$ cat config.mk
export PLATFORM = sky130hd
export DESIGN_NAME = mips_div_unit
export DESIGN_NICKNAME = d
export VERILOG_FILES = /design/src/rtl/mips_div_pkg.sv /design/src/rtl/mips_div_step.sv /design/src/rtl/mips_div_unit.sv
export SDC_FILE = /design/constraint.sdc
export NUM_CORES = 1
export LEC_CHECK = 0
export BUFFER_PORTS_ARGS = -buffer_cell sky130_fd_sc_hd__buf_2
export CORE_MARGIN = 5
export CORE_UTILIZATION = 50
export CTS_BUF_LIST = sky130_fd_sc_hd__clkbuf_16
export CTS_CLUSTER_SIZE = 14
export DETAILED_ROUTE_END_ITERATION = 10
export GPL_ROUTABILITY_DRIVEN = 0
export PLACE_DENSITY = 0.71
export SYNTH_ARGS = -nofsm -noshare
export SYNTH_HDL_FRONTEND = slang
export SYNTH_SLANG_ARGS = --single-unit
$ cat constraint.sdc
create_clock -name clk -period 3.15 [get_ports clk]
set_clock_uncertainty 0.2 [all_clocks]
set_input_delay 0.4725 -clock clk [delete_from_list [all_inputs] [get_ports clk]]
set_output_delay 0.4725 -clock clk [all_outputs]
set_load 0.05 [all_outputs]
$ cat src/rtl/mips_div_pkg.sv
// Shared types and constants for the iterative MIPS divider.
package mips_div_pkg;

  localparam int unsigned DIV_ITERS = 32;
  localparam int unsigned CNT_W     = 5;

  typedef enum logic [2:0] {
    StIdle,
    StPrep,
    StRun,
    StFix,
    StDone
  } divState_e;

endpackage

$ cat src/rtl/mips_div_step.sv
// One restoring-division iteration: trial-subtract the divisor from the shifted partial remainder.
module mips_div_step #(
  parameter int unsigned WIDTH = 32
) (
  input  logic [WIDTH:0]   remShift,
  input  logic [WIDTH-1:0] divisor,
  output logic [WIDTH-1:0] remNext,
  output logic             qBit
);

  // One guard bit above the WIDTH+1-bit operands carries the borrow, which is the sign.
  logic [WIDTH+1:0] diff;

  assign diff    = {1'b0, remShift} - {2'b00, divisor};
  assign qBit    = ~diff[WIDTH+1];
  assign remNext = qBit ? diff[WIDTH-1:0] : remShift[WIDTH-1:0];

endmodule

$ cat src/rtl/mips_div_unit.sv
// Iterative 32-cycle restoring divider for DIV/DIVU (HI = remainder, LO = quotient).
// Define MIPS_DIV_SIGNED_EN to honour is_signed; otherwise every operation is unsigned.
module mips_div_unit
  import mips_div_pkg::*;
#(
  parameter int unsigned WIDTH = 32
) (
  input  logic             clk,
  input  logic             reset,
  input  logic             start,
  input  logic             is_signed,
  input  logic [WIDTH-1:0] dividend,
  input  logic [WIDTH-1:0] divisor,
  output logic             busy,
  output logic             done,
  output logic [WIDTH-1:0] quotient,
  output logic [WIDTH-1:0] remainder,
  output logic             div_by_zero
);

  divState_e        state;
  logic [CNT_W-1:0] cnt;
  logic [WIDTH-1:0] partRem;
  logic [WIDTH-1:0] dvdQuo;   // dividend bits shift out the top as quotient bits shift in
  logic [WIDTH-1:0] dsrReg;
  logic [WIDTH-1:0] origDvd;
  logic [WIDTH-1:0] remNext;
  logic             qBit;

`ifdef MIPS_DIV_SIGNED_EN
  logic signedOp;
  logic qNeg;
  logic rNeg;
`else
  logic unusedSigned;
  assign unusedSigned = is_signed;
`endif

  mips_div_step #(
    .WIDTH(WIDTH)
  ) u_step (
    .remShift({partRem, dvdQuo[WIDTH-1]}),
    .divisor (dsrReg),
    .remNext (remNext),
    .qBit    (qBit)
  );

  always_ff @(posedge clk) begin
    if (reset) begin
      state       <= StIdle;
      cnt         <= '0;
      partRem     <= '0;
      dvdQuo      <= '0;
      dsrReg      <= '0;
      origDvd     <= '0;
      busy        <= 1'b0;
      done        <= 1'b0;
      quotient    <= '0;
      remainder   <= '0;
      div_by_zero <= 1'b0;
`ifdef MIPS_DIV_SIGNED_EN
      signedOp    <= 1'b0;
      qNeg        <= 1'b0;
      rNeg        <= 1'b0;
`endif
    end else begin
      done <= 1'b0;
      unique case (state)
        StIdle: begin
          if (start) begin
            dvdQuo  <= dividend;
            dsrReg  <= divisor;
            origDvd <= dividend;
`ifdef MIPS_DIV_SIGNED_EN
            signedOp <= is_signed;
`endif
            busy    <= 1'b1;
            state   <= StPrep;
          end
        end
        StPrep: begin
`ifdef MIPS_DIV_SIGNED_EN
          if (signedOp) begin
            if (dvdQuo[WIDTH-1]) dvdQuo <= -dvdQuo;
            if (dsrReg[WIDTH-1]) dsrReg <= -dsrReg;
            qNeg <= dvdQuo[WIDTH-1] ^ dsrReg[WIDTH-1];
            rNeg <= dvdQuo[WIDTH-1];
          end else begin
            qNeg <= 1'b0;
            rNeg <= 1'b0;
          end
`endif
          partRem <= '0;
          cnt     <= '0;
          state   <= StRun;
        end
        StRun: begin
          partRem <= remNext;
          dvdQuo  <= {dvdQuo[WIDTH-2:0], qBit};
          cnt     <= cnt + 1'b1;
          if (cnt == CNT_W'(DIV_ITERS - 1)) state <= StFix;
        end
        StFix: begin
          busy        <= 1'b0;
          done        <= 1'b1;
          state       <= StDone;
          div_by_zero <= (dsrReg == '0);
          // A zero divisor yields all-ones naturally; the remainder is the untouched dividend.
          if (dsrReg == '0) begin
            quotient  <= dvdQuo;
            remainder <= origDvd;
          end else begin
`ifdef MIPS_DIV_SIGNED_EN
            quotient  <= qNeg ? -dvdQuo : dvdQuo;
            remainder <= rNeg ? -partRem : partRem;
`else
            quotient  <= dvdQuo;
            remainder <= partRem;
`endif
          end
        end
        StDone: state <= StIdle;
        default: state <= StIdle;
      endcase
    end
  end

endmodule

==> out/results.tsv <==
stage	metric	value	unit
pwr	power_frac_seq	42.7	%
sta	fmax	333	MHz
sta	final-setup-viol-count	0	
pwr	p_per_area	564	mW/mm^2
floorplan	core-area	0.0188	sq mm
grt	met2_usage	38.3	%
routing	drtPass1Iterations	7	
synthesis	synth_top_cell_by_area	dfxtp_1	
floorplan	num_rows	50	
floorplan	die_area	0.0221	sq mm
pwr	pwr-share-clk	38.1	%
placement	dp.cells	1530	
sta	whs	0.00418	ns
grt	met1_usage	33.1	%
pwr	p_int	4.59	mW
critical_path	cp_max_fo	16	
grt	grt_usage	24.1	%
synthesis	syn_area_per_cell	7.97	sq um
pwr	total_power	6.54	mW
finish	antenna_cells	0	
synthesis	synth_seq_cells	203	
pwr	netSwitchingFraction	29.9	%
critical_path	crit_end	partRem[27]	
critical_path	cp-end-kind	flip-flop	
sta	relSlewSlack	47.9	%
floorplan	die_y	149	um
synthesis	synth.area.top_cells	dfxtp_1 42%, nand2_1 12%, a21oi_1 7.2%, ha_1 4.4%, mux2i_1 3.9%	
clock_network	clkTransAtPathRegs	0.06	ns
placement	post-dp-hpwl	19.4	mm
synthesis	yosys.cell_count.top_type	nand2_1	
finish	fin_cells	1601	
clock_network	cts_buffers	23	
grt	grt_start_max_net_pins	132	
sta	setup_tns	0	ns
synthesis	synth.cell_area	0.00959	sq mm
grt	grt_use_met3	4.36	%
sta	rsz0062_at_grt	false	
grt	grt.busiest_layer	met2	
routing	drtIter0Drc	750	
pwr	p_leak	4.63	nW
pwr	p_comb_share	19.2	%
grt	grt_pass1_vias	8396	
finish	drive_above_1_share	16.6	%
sta	fin_ws	0.144	ns
synthesis	synth_common_cells	294 x nand2_1, 203 x dfxtp_1, 138 x a21oi_1	
pwr	power.switching	1.96	mW
placement	pre_cts_ws	0.136	ns
clock_network	cts-root-buf	clkbuf_16	
synthesis	ys_types	66	
synthesis	synth_edf_count	0	
clock_network	worstSkewPairLatency	0.52	ns
finish	utilization	61.9	%
critical_path	startpoint	dsrReg[8]	
synthesis	synth-main-ff-cell	dfxtp_1	
finish	layout.nets	1453	
placement	io_buffers	133	
job	max_cap_viol_count	0	
synthesis	synth_top_cell_area_share	42.4	%
synthesis	async_flop_share	0	%
routing	wl	27.3	mm
finish	area_growth	21.0	%
grt	grt_overflow	0	
routing	vias	9076	
sta	final_max_slew_viol_count	0	
finish	fin_area	0.0116	sq mm
routing	remaining_drc_errors	0	
sta	period_needed	3.01	ns
clock_network	cts.path.max_buffers	3	
pwr	ir_drop	0.000393	V
routing	postRouteAntennaNets	0	
clock_network	numClockSinks	203	
critical_path	required	3.36	ns
synthesis	mappedNetlistNets	1307	
sta	tightest_slew	0.782	ns
clock_network	cts_max_level	1	
floorplan	ios	135	
floorplan	die_w	149	um
floorplan	start_util	51.1	%
critical_path	rr_endpoint	partRem[27]	
synthesis	yosys_warnings	0	
outcome	status	complete, no violations	
grt	grt_pass1_wl	43.5	mm
critical_path	arrival	3.21	ns
sta	hold_violations	0	
critical_path	path_class	flip-flop to flip-flop	
routing	viasPerCell	5.67	
critical_path	startpoint_type	flip-flop	
clock_network	cts_tree	yes	
synthesis	synthCells	1204	
routing	routedWlPerCell	17.1	um
critical_path	reg2reg_depth	10	
grt	grt_antenna_before_repair	0	
sta	period_share	95.4	%
hold_path	hold_path_class	primary input to flip-flop	
critical_path	r2r_start	dsrReg[8]	
critical_path	r2r_setup_slack	0.14	ns
synthesis	yosysSeqAreaShare	42.4	%
placement	place_area	0.0106	sq mm
==> power by group through the flow <==
stage	registers (mW)	clock network, mW	logic (mW)
global placement	2.85	0	1.19
detailed placement	2.85	0	1.20
floorplan	2.87	0	0.816
finish	2.80	2.49	1.26
CTS	2.80	2.53	1.23
global route	2.81	2.66	1.38
==> cell usage in the layout, fill, tap and decap left out, drive strengths merged, types with 23 or more instances in the layout <==
cell type,netlist,routed
a211oi,37,37
ha,34,34
o21ai,38,38
nor2,86,86
nand2,294,294
clkbuf,62,23
dlygate4sd3,0,28
a21oi,139,139
a31oi,33,33
mux2i,37,37
dfxtp,203,203
buf,15,170
inv,46,56
==> flip-flops by register name, indices dropped and copies added (netlist names) <==
signal       count
origDvd         32
done             1
div_by_zero      1
state            3
quotient        32
busy             1
dsrReg          32
partRem         32
cnt              5
dvdQuo          32
remainder       32
==> logic make-up after synthesis <==
kind of cell | count (synthesis) | share of synthesized area (%)
buffers and inverters | 123 | 5.05
AND/OR/NAND/NOR | 463 | 20.6
flip-flops | 203 | 42.4
adder cells (fa/ha/maj) | 35 | 4.64
multiplexers | 37 | 3.86
AO/OA/AOI/OAI | 321 | 21.5
XOR/XNOR | 22 | 2.01
==> final cells by class <==
class / instances / area [sq um]
fill: 1651 / 7160
multi-input combinational: 878 / 5100
sequential: 203 / 4060
timing repair buffer: 198 / 1280
clock buffer: 23 / 576
tap: 234 / 293
inverter: 46 / 173
clock inverter: 19 / 126
==> worst min path at each step <==
| stage | start | endpoint | slack (ns) | cells after the start |
|---|---|---|---|---|
| detailed placement | quotient[23] | quotient[23] | 0.24 | 2 |
| CTS | divisor[10] | dsrReg[10] | 0.0006 | 3 |
| finish | divisor[10] | dsrReg[10] | 0.004 | 3 |
| global placement | quotient[5] | quotient[5] | 0.24 | 2 |
| global route | divisor[13] | dsrReg[13] | 0.02 | 3 |
| floorplan | cnt[3] | cnt[3] | 0.23 | 1 |
==> critical path, stage by stage, from the launching register on <==
cell,delay [ns]
dfxtp_1,0.34
inv_1,0.05
ha_1,0.35
a2111oi_2,0.47
o31ai_2,0.15
nand3_2,0.12
a31oi_4,0.14
o2111ai_4,0.32
a21oi_4,0.22
and4_1,0.21
or3_1,0.33
==> per-layer routing <==
metal  vias to the layer above  routed length [um]
met5                         -                   0
met4                         0                 873
met3                        59                1990
met2                       317               12500
met1                      4197               11900
li1                       4503                   -
==> repair_timing <==
item	CTS	global route
endpoints found under the setup margin	0	19
resized for setup	0	7
buffers inserted	0	1
hold buffers	28	0
endpoints found under the hold margin	28	0
Note: power is estimated with default switching activity, not from simulation.
